**config.mk**
```make
export PLATFORM = sky130hd
export DESIGN_NAME = alu_op_sequencer
export DESIGN_NICKNAME = d
export VERILOG_FILES = /design/src/rtl/alu_op_sequencer.sv
export SDC_FILE = /design/constraint.sdc
export NUM_CORES = 1
export LEC_CHECK = 0
export ABC_AREA = 1
export CORE_UTILIZATION = 45
export CTS_BUF_LIST = sky130_fd_sc_hd__clkbuf_4 sky130_fd_sc_hd__clkbuf_8
export CTS_CLUSTER_SIZE = 25
export DETAILED_ROUTE_END_ITERATION = 6
export PLACE_DENSITY = 0.79
export SETUP_SLACK_MARGIN = 0.15
export SLEW_MARGIN = 15
export SYNTH_ARGS = -nofsm -noshare
export SYNTH_HDL_FRONTEND = slang
export SYNTH_SLANG_ARGS = --single-unit
```
**constraint.sdc**
```tcl
create_clock -name clk -period 1.85 [get_ports clk]
set_clock_uncertainty 0.15 [all_clocks]
set_input_delay 0.37 -clock clk [delete_from_list [all_inputs] [get_ports clk]]
set_output_delay 0.37 -clock clk [all_outputs]
set_load 0.01 [all_outputs]
```
**src/rtl/alu_op_sequencer.sv**
```systemverilog
// Opcode sequencer for the 16-bit ALU datapath: operand-mux and function selects, latency timing, accumulator, response channel.
// Optional ALU_SEQ_FLAGS_EN adds zero/negative accumulator flags and a saturating busy-cycle counter.
module alu_op_sequencer #(
  parameter int unsigned MUL_LAT = 2,
  parameter int unsigned DIV_LAT = 4,
  parameter int unsigned N       = 16
) (
  input  logic         clk,
  input  logic         rst,
  input  logic         cmd_valid,
  output logic         cmd_ready,
  input  logic [3:0]   cmd_op,
  input  logic [1:0]   cmd_bsrc,
  output logic [1:0]   a_s,
  output logic [3:0]   b_s,
  output logic [8:0]   alu_sel,
  input  logic [N-1:0] b_operand,
  input  logic [N-1:0] alu_result,
  output logic [N-1:0] acc,
  output logic         rsp_valid,
  input  logic         rsp_ready,
  output logic [N-1:0] rsp_data,
  output logic         rsp_err
`ifdef ALU_SEQ_FLAGS_EN
  ,
  output logic         flag_z,
  output logic         flag_n,
  output logic [15:0]  busy_cycles
`endif
);

  localparam int unsigned LAT_W = 4;
  localparam logic [3:0] OP_NOP = 4'h0;
  localparam logic [3:0] OP_DIV = 4'h3;
  localparam logic [3:0] OP_CLR = 4'hF;

  typedef enum logic [1:0] {IDLE, LOAD, EXEC, RESP} state_e;

  state_e           state_q;
  logic [3:0]       op_q;
  logic [LAT_W-1:0] lat_cnt_q;
  logic             first_q;
  logic [N-1:0]     acc_q;
  logic             cmd_ready_q;
  logic             rsp_valid_q;
  logic [N-1:0]     rsp_data_q;
  logic             rsp_err_q;
  logic [1:0]       a_s_q;
  logic [3:0]       b_s_q;
  logic [8:0]       alu_sel_q;

  function automatic logic [3:0] bsrc_onehot(input logic [1:0] src);
    case (src)
      2'd0:    return 4'b0100;
      2'd1:    return 4'b0010;
      2'd2:    return 4'b1000;
      default: return 4'b0001;
    endcase
  endfunction

  // Only called for ops 1..9, whose select bit is op-1.
  function automatic logic [8:0] op_onehot(input logic [3:0] op);
    return 9'(1) << (op - 4'd1);
  endfunction

  function automatic logic [LAT_W-1:0] lat_of(input logic [3:0] op);
    case (op)
      4'h2:    return LAT_W'(MUL_LAT);
      4'h3:    return LAT_W'(DIV_LAT);
      default: return LAT_W'(1);
    endcase
  endfunction

  function automatic logic is_illegal(input logic [3:0] op);
    return (op >= 4'hA) && (op <= 4'hE);
  endfunction

`ifdef ALU_SEQ_FLAGS_EN
  logic        flag_z_q;
  logic        flag_n_q;
  logic [15:0] busy_q;
`endif

  // Sequencer FSM; every output is a register set for the state being entered.
  always_ff @(posedge clk) begin
    if (rst) begin
      state_q     <= IDLE;
      op_q        <= '0;
      lat_cnt_q   <= '0;
      first_q     <= 1'b0;
      acc_q       <= '0;
      cmd_ready_q <= 1'b1;
      rsp_valid_q <= 1'b0;
      rsp_data_q  <= '0;
      rsp_err_q   <= 1'b0;
      a_s_q       <= 2'b01;
      b_s_q       <= 4'b0001;
      alu_sel_q   <= '0;
`ifdef ALU_SEQ_FLAGS_EN
      flag_z_q    <= 1'b1;
      flag_n_q    <= 1'b0;
`endif
    end else begin
      a_s_q     <= 2'b01;
      b_s_q     <= 4'b0001;
      alu_sel_q <= '0;
      unique case (state_q)
        IDLE: begin
          if (cmd_valid && cmd_ready_q) begin
            op_q        <= cmd_op;
            cmd_ready_q <= 1'b0;
            if (is_illegal(cmd_op)) begin
              state_q     <= RESP;
              rsp_valid_q <= 1'b1;
              rsp_err_q   <= 1'b1;
              rsp_data_q  <= '1;
            end else begin
              state_q <= LOAD;
              a_s_q   <= 2'b10;
              b_s_q   <= bsrc_onehot(cmd_bsrc);
            end
          end
        end
        LOAD: begin
          if (op_q == OP_NOP || op_q == OP_CLR) begin
            state_q     <= RESP;
            rsp_valid_q <= 1'b1;
            rsp_err_q   <= 1'b0;
            if (op_q == OP_CLR) begin
              acc_q      <= '0;
              rsp_data_q <= '0;
`ifdef ALU_SEQ_FLAGS_EN
              flag_z_q   <= 1'b1;
              flag_n_q   <= 1'b0;
`endif
            end else begin
              rsp_data_q <= acc_q;
            end
          end else begin
            state_q   <= EXEC;
            alu_sel_q <= op_onehot(op_q);
            lat_cnt_q <= lat_of(op_q);
            first_q   <= 1'b1;
          end
        end
        EXEC: begin
          first_q   <= 1'b0;
          lat_cnt_q <= lat_cnt_q - LAT_W'(1);
          // Divide-by-zero check takes priority even when DIV_LAT is 1.
          if (first_q && op_q == OP_DIV && b_operand == '0) begin
            state_q     <= RESP;
            rsp_valid_q <= 1'b1;
            rsp_err_q   <= 1'b1;
            rsp_data_q  <= '1;
          end else if (lat_cnt_q == LAT_W'(1)) begin
            state_q     <= RESP;
            rsp_valid_q <= 1'b1;
            rsp_err_q   <= 1'b0;
            rsp_data_q  <= alu_result;
            acc_q       <= alu_result;
`ifdef ALU_SEQ_FLAGS_EN
            flag_z_q    <= (alu_result == '0);
            flag_n_q    <= alu_result[N-1];
`endif
          end else begin
            alu_sel_q <= alu_sel_q;
          end
        end
        RESP: begin
          if (rsp_ready) begin
            state_q     <= IDLE;
            rsp_valid_q <= 1'b0;
            cmd_ready_q <= 1'b1;
          end
        end
        default: state_q <= IDLE;
      endcase
    end
  end

`ifdef ALU_SEQ_FLAGS_EN
  // Saturating count of cycles spent outside IDLE.
  always_ff @(posedge clk) begin
    if (rst) begin
      busy_q <= '0;
    end else if (state_q != IDLE && busy_q != 16'hFFFF) begin
      busy_q <= busy_q + 16'd1;
    end
  end

  assign flag_z      = flag_z_q;
  assign flag_n      = flag_n_q;
  assign busy_cycles = busy_q;
`endif

  assign cmd_ready = cmd_ready_q;
  assign a_s       = a_s_q;
  assign b_s       = b_s_q;
  assign alu_sel   = alu_sel_q;
  assign acc       = acc_q;
  assign rsp_valid = rsp_valid_q;
  assign rsp_data  = rsp_data_q;
  assign rsp_err   = rsp_err_q;

endmodule
```
==> flow_metrics.env, run 1 <==
export IMPL_status="finished clean"
export IMPL_cts_buffers_inserted=9
export IMPL_vias=3826
export IMPL_startpoint_type="flop"
export IMPL_synthXorXnorAreaFrac=0.002657
export IMPL_relSlewSlack=0.7762
export IMPL_postRouteAntennaNets=0
export IMPL_die_w_um=87.60
export IMPL_placed_area_mm2=0.004434
export IMPL_leakage_nw=2.540
export IMPL_syn_avg_cell_area_um2=6.728
export IMPL_vias_per_cell=5.374
export IMPL_drt_iter0_markers=347
export IMPL_maxCapViolCount=0
export IMPL_cp_required_ns=1.97
export IMPL_ir_drop_uv=813.5
export IMPL_drtPass1Iterations=5
export IMPL_synth_cells=490
export IMPL_fp_row_count=30
export IMPL_track_usage=0.2577
export IMPL_crit_type="reg2reg"
export IMPL_setup_viol=0
export IMPL_synth_top_cell_by_area="dfxtp_1"
export IMPL_start_util=0.4748
export IMPL_syn2layout_area_growth_pct=60.46
export IMPL_cts_tree="yes"
export IMPL_synth_compound_area_frac=0.1328
export IMPL_drcViolationCount=0
export IMPL_die_area_mm2=0.007673
export IMPL_layout_min_cycle_time_ns=1.790
export IMPL_synthAdderAreaFrac=0.02657
export IMPL_maxSlewViolCount=0
export IMPL_grt_antenna_before_repair=0
export IMPL_rsz0062_at_grt="yes"
export IMPL_synthesis_area_mm2=0.003297
export IMPL_holdWs_ns=0.2217
export IMPL_holdCritPathClass="in2reg"
export IMPL_final_hold_violation_count=0
export IMPL_synth_top_family_by_area="simple AND/OR/NAND/NOR gates"
export IMPL_synth_async_reset_ratio=0
export IMPL_diodes=0
export IMPL_critical_path_max_stage_delay_ns=0.38
export IMPL_cts_max_level=3
export IMPL_worst_pin_slew_ns=0.3357
export IMPL_slowest_stage="dfxtp_4"
export IMPL_clk_latency_ns=0.35
export IMPL_drive_above_1_share=0.2776
export IMPL_yosysWarnings=0
export IMPL_worstSetupEndpointType="flop"
export IMPL_syn_nets=539
export IMPL_numPortBuffers=91
export IMPL_io_pins=92
export IMPL_cts_root_buf="clkbuf_8"
export IMPL_synth_top_cell_area_share=0.3704
export IMPL_critPathMaxFanout=8
export IMPL_synth_flop_cell="dfxtp_1"
export IMPL_power_density_mw_per_mm2=1585
export IMPL_clk_pin_slew_ns=0.07
export IMPL_crit_arrival_ns=1.91
export IMPL_dp_slack_ns=-0.2478
export IMPL_synth_area_top_cells="dfxtp_1 37%, nand2_1 12%, nand3_1 12%"
export IMPL_cts_hold_buf=0
export IMPL_routed_wl_mm=10.89
export IMPL_clockBufferDepth=2
export IMPL_cts_sink_count=61
export IMPL_max_freq_ghz=0.5586
export IMPL_fin_crit_sh=0.9676
export IMPL_layout_setup_ws_ns=0.05995
export IMPL_synth_enable_flop_cells=0
export IMPL_wl_per_cell_um=15.29
export IMPL_yosys_register_bits=61
export IMPL_place_inst=673
export IMPL_synth_simple_area_share=0.3708
export IMPL_crit_chain="inv_4, ha_4, nand2_2, inv_2, nor2_4, and2_4, buf_12, nand2_8, nand2_1, a21oi_1"
export IMPL_synth_mux_area_fraction=0
export IMPL_grt_overflow_total=0
export IMPL_gp_congestion=0.9281
export IMPL_nets=660
export IMPL_grt_pass1_wl_mm=15.46
export IMPL_die_height_um=87.60
export IMPL_grt_pass1_vias=3426
export IMPL_final_cell_area_mm2=0.005290
export IMPL_ys_seq_area_frac=0.3704
export IMPL_grt_max_degree=33
export IMPL_ys_types=32
export IMPL_fin_cells=712
export IMPL_dpl_hpwl_mm=6.389
export IMPL_core_mm2=0.006944
-- cell usage after synthesis, types with 2 or more instances --
master	instances
a21oi_2	10
ha_1	7
o21ai_1	2
nor2_2	3
clkinv_1	2
buf_6	4
nor3_1	3
dfxtp_1	61
nand2_1	106
inv_1	42
a21oi_1	37
o21ai_0	24
nor2_1	59
buf_2	6
clkbuf_1	17
nand2_2	12
nand2_4	2
inv_2	2
nand3_1	78
-- timing repair --
item                                   CTS  global route
setup endpoints to repair               86            48
buffers inserted                         1            15
resized for setup                       66           123
pin swaps                                2            26
endpoints found under the hold margin    0             0
cloned                                   0             7
-- registers in the layout (all words and copies together), names as in the netlist, 2 cells and up --
register and flops:
acc 16, rsp_data 16, alu_sel 9, b_s 4
lat_cnt_q 4, op_q 4, a_s 2, state_q 2
-- worst max-delay path, delay by kind of cell, from the launching register on --
kind / cells / cell delay (ns)
compound gates: 1 / 0.17
simple gates: 5 / 0.48
fa+ha+maj: 1 / 0.18
buf+inv: 3 / 0.33
flops: 1 / 0.38
-- cell usage in the layout, fill, tap and decap left out, types with 2 or more instances in the layout --
master,synthesis,routed
o21ai_0,24,20
dlymetal6s2s_1,0,17
nand3_1,78,70
buf_8,0,2
buf_6,4,5
nor3_1,3,3
dlygate4sd2_1,0,50
clkinv_4,0,2
a21oi_2,10,15
nand3_2,1,7
nand2_1,106,82
ha_1,7,4
nor2_4,0,6
nor2_2,3,12
clkdlybuf4s50_1,0,24
nor2_1,59,44
a21oi_1,37,31
ha_4,0,3
inv_1,42,37
clkbuf_8,0,11
nand2_2,12,22
clkinvlp_4,0,3
nand2_4,2,16
dfxtp_4,0,5
dfxtp_1,61,49
buf_4,1,26
nand3_4,1,3
o21ai_1,2,6
dfxtp_2,0,7
inv_2,2,4
clkbuf_16,0,4
buf_12,0,7
-- where the power goes --
| part | leakage, nW | switching [mW] | total [mW] | internal (mW) |
|---|---|---|---|---|
| sequential | 0.505 | 0.269 | 1.98 | 1.71 |
| clock | 0.102 | 0.580 | 1.27 | 0.695 |
| combinational | 1.93 | 2.88 | 5.13 | 2.26 |
-- per-stage QoR --
| step | util | TNS, ns | power (mW) |
|---|---|---|---|
| 2_1_floorplan | - | 0 | 4.482 |
| 3_3_place_gp | 0.6386 | -7.644 | 5.627 |
| 3_5_place_dp | 0.6386 | -8.883 | 5.724 |
| 4_1_cts | 0.6668 | 0 | 6.913 |
| 5_1_grt | 0.7618 | 0 | 8.909 |
| 6_report | 0.7618 | 0 | 8.386 |
-- cell type report --
| cell class | count | area (um2) |
|---|---|---|
| clock buffer | 11 | 151.4 |
| clock inverter | 5 | 58.81 |
| fill | 485 | 1654 |
| inverter | 46 | 188.9 |
| multi-input combinational | 356 | 2100 |
| sequential | 61 | 1249 |
| tap | 96 | 120.1 |
| timing repair buffer | 136 | 1418 |
| timing repair inverter | 1 | 5.005 |
-- path summary, 6_finish.rpt --
check        startpoint         to  slack, ns  cells after the start
max reg2reg  state_q[0]     acc[2]       0.06                     10
min reg2reg   rsp_valid  rsp_valid       0.33                      2
min           cmd_op[2]    op_q[2]       0.22                      3
max          state_q[0]     acc[2]       0.06                     10
-- per-layer routing --
| metal | global-route usage | share of wire | vias to the layer above |
|---|---|---|---|
| met5 | 0 | 0 | - |
| met4 | 0.1192 | 0.033 | 0 |
| met2 | 0.4432 | 0.50 | 190 |
| met1 | 0.3099 | 0.40 | 1755 |
| li1 | - | - | 1839 |
| met3 | 0.05184 | 0.064 | 42 |
-- logic make-up (layout without fill, tap and decap cells) --
logic type | count (synthesis) | after routing
compound gates | 77 | 77
xor+xnor | 1 | 1
fa+ha+maj | 7 | 7
buf+inv | 74 | 199
flops | 61 | 61
simple gates | 270 | 271
Note: power is estimated with default switching activity, not from simulation.
==> run 2, diff against run 1 <==
PLACE_DENSITY = default   (was 0.79)
PLACE_DENSITY_LB_ADDON = 0.08   (was default)
==> run 2 against run 1 <==
  * Sequential share of layout area rose by 0.18 points
  * Die area did not move
  * Combinational power fell by 5.7%
  * First-iteration DRC count fell by 31%
  * Sequential power barely moved
  * Hold slack improved by 0.032 ns
  * Largest cell class unchanged
==> flow_metrics.env, run 2 (synthesized netlist as in run 1, its figures left out) <==
export IMPL_status="finished clean"
export IMPL_slowest_stage="dfxtp_4"
export IMPL_holdCritPathClass="in2reg"
export IMPL_startpoint_type="flop"
export IMPL_core_mm2=0.006944
export IMPL_postRouteAntennaNets=0
export IMPL_track_usage=0.2367
export IMPL_grtUsageMet3=0.05372
export IMPL_max_freq_ghz=0.5808
export IMPL_die_area_mm2=0.007673
export IMPL_cts_hold_buf=0
export IMPL_cp_required_ns=1.96
export IMPL_leakage_nw=2.524
export IMPL_grt_pass1_wl_mm=14.35
export IMPL_reg2reg_to="acc[8]"
export IMPL_fp_row_count=30
export IMPL_cts_tree="yes"
export IMPL_cts_max_level=3
export IMPL_grt_antenna_before_repair=0
export IMPL_drtPass1Iterations=5
export IMPL_rsz0062_at_grt="yes"
export IMPL_cts_root_buf="clkbuf_8"
export IMPL_start_util=0.4748
export IMPL_endpoint="acc[8]"
export IMPL_final_util=0.7544
export IMPL_met1_usage=0.3304
export IMPL_dp_slack_ns=-0.2133
export IMPL_mostFrequentLayoutCells="94 x nand2_1, 53 x nand3_1, 49 x dfxtp_1"
export IMPL_power_density_mw_per_mm2=1544
export IMPL_syn2layout_area_growth_pct=58.90
export IMPL_layout_min_cycle_time_ns=1.722
export IMPL_vias_per_cell=5.289
export IMPL_clk_latency_ns=0.33
export IMPL_startpoint="state_q[0]"
export IMPL_vias=3718
export IMPL_final_cell_area_mm2=0.005239
export IMPL_place_inst=673
export IMPL_critical_path_max_stage_delay_ns=0.40
export IMPL_die_height_um=87.60
export IMPL_drive_above_1_share=0.2735
export IMPL_clockBufferDepth=2
export IMPL_grt_pass1_vias=3069
export IMPL_io_pins=92
export IMPL_cts_sink_count=61
export IMPL_ir_drop_uv=717.7
export IMPL_final_hold_violation_count=0
export IMPL_grt_busiest_layer="met2"
export IMPL_dpl_hpwl_mm=6.212
export IMPL_nets=651
export IMPL_worst_pin_slew_ns=0.3258
export IMPL_relSlewSlack=0.7811
export IMPL_drt_iter0_markers=238
export IMPL_placed_area_mm2=0.004447
export IMPL_worstSetupEndpointType="flop"
export IMPL_setup_viol=0
export IMPL_crit_type="reg2reg"
export IMPL_clk_pin_slew_ns=0.07
export IMPL_r2r_cells=8
export IMPL_wl_per_cell_um=14.43
export IMPL_reg2reg_from="state_q[0]"
export IMPL_worst_r2r_setup_slack_ns=0.13
export IMPL_critPathMaxFanout=6
export IMPL_use_met2=0.3651
export IMPL_fin_cells=703
export IMPL_fin_crit_sh=0.9308
export IMPL_diodes=0
export IMPL_gp_congestion=0.8873
export IMPL_grt_max_degree=36
export IMPL_cts_buffers_inserted=9
export IMPL_drcViolationCount=0
export IMPL_die_w_um=87.60
export IMPL_maxCapViolCount=0
export IMPL_layout_setup_ws_ns=0.1281
export IMPL_holdWs_ns=0.2533
export IMPL_final_common_cell="nand2_1"
export IMPL_numPortBuffers=91
export IMPL_maxSlewViolCount=0
export IMPL_nFillCells=536
export IMPL_crit_chain="inv_4, ha_4, clkinv_4, nor2_4, and2_4, buf_6, nand3_2, a21oi_2"
export IMPL_grt_overflow_total=0
export IMPL_routed_wl_mm=10.14
export IMPL_crit_arrival_ns=1.83
run 2: cell types whose count changed in the layout (fill, tap and decap cells not counted), moves of 4 or more:
cell,before,now
nor2_4,6,10
nand2_4,16,6
nor2_2,12,6
buf_6,5,9
nand3_2,7,25
nand2_1,82,94
nand3_1,70,53
buf_4,26,18
run 2: worst min path at each step:
| stage | start | endpoint | slack, ns | depth (start not counted) |
|---|---|---|---|---|
| finish | cmd_op[1] | op_q[1] | 0.25 | 3 |
| global route | cmd_op[1] | op_q[1] | 0.29 | 3 |
| CTS | rsp_valid | rsp_valid | 0.32 | 2 |
| detailed placement | rsp_valid | rsp_valid | 0.31 | 2 |
| global placement | rsp_valid | rsp_valid | 0.30 | 2 |
| floorplan | cmd_bsrc[1] | b_s[2] | 0.29 | 1 |
run 2: area by class of cell:
type | count | area, um2 | area share
inverter | 46 | 188.9 | 0.03606
clock inverter | 3 | 42.54 | 0.008120
clock buffer | 13 | 172.7 | 0.03296
timing repair buffer | 128 | 1360 | 0.2596
tap | 96 | 120.1 | 0.02293
sequential | 61 | 1246 | 0.2379
multi-input combinational | 356 | 2108 | 0.4024
run 2: stage by stage:
step,TNS (ns),power [mW]
4_1_cts,0,6.936
3_5_place_dp,-6.884,5.710
6_report,0,8.089
5_1_grt,0,8.616
2_1_floorplan,0,4.482
3_3_place_gp,-6.359,5.651
run 2: metal layers:
layer	routed length [um]	share of wire	up-vias
met2	4786	0.47	152
met5	0	0	-
met3	761	0.075	18
li1	-	-	1814
met1	4474	0.44	1734
met4	121	0.012	0
run 2: worst max-delay path: cells and delay by family, from the launching register on:
family	cells	cell delay, ns
AOI/OAI and AO/OA	1	0.14
adders and majority gates	1	0.29
buffers and inverters	3	0.29
DFF	1	0.40
and+or+nand+nor	3	0.37
run 2: repair_timing:
item | CTS | global route
cloned | 1 | 9
pin swaps | 0 | 50
setup endpoints to repair | 66 | 45
resized for setup | 64 | 108
buffers inserted | 0 | 4
run 2: power by group:
| part | internal, mW | leakage, nW | switching (mW) |
|---|---|---|---|
| Sequential | 1.71 | 0.505 | 0.264 |
| Clock | 0.746 | 0.109 | 0.528 |
| Combinational | 2.06 | 1.91 | 2.78 |
==> run 3, diff against run 2 <==
CTS_CLUSTER_SIZE = 40   (was 25)
==> results of run 3 <==
No change in the layout: final DEF, timing and power equal those of run 2.
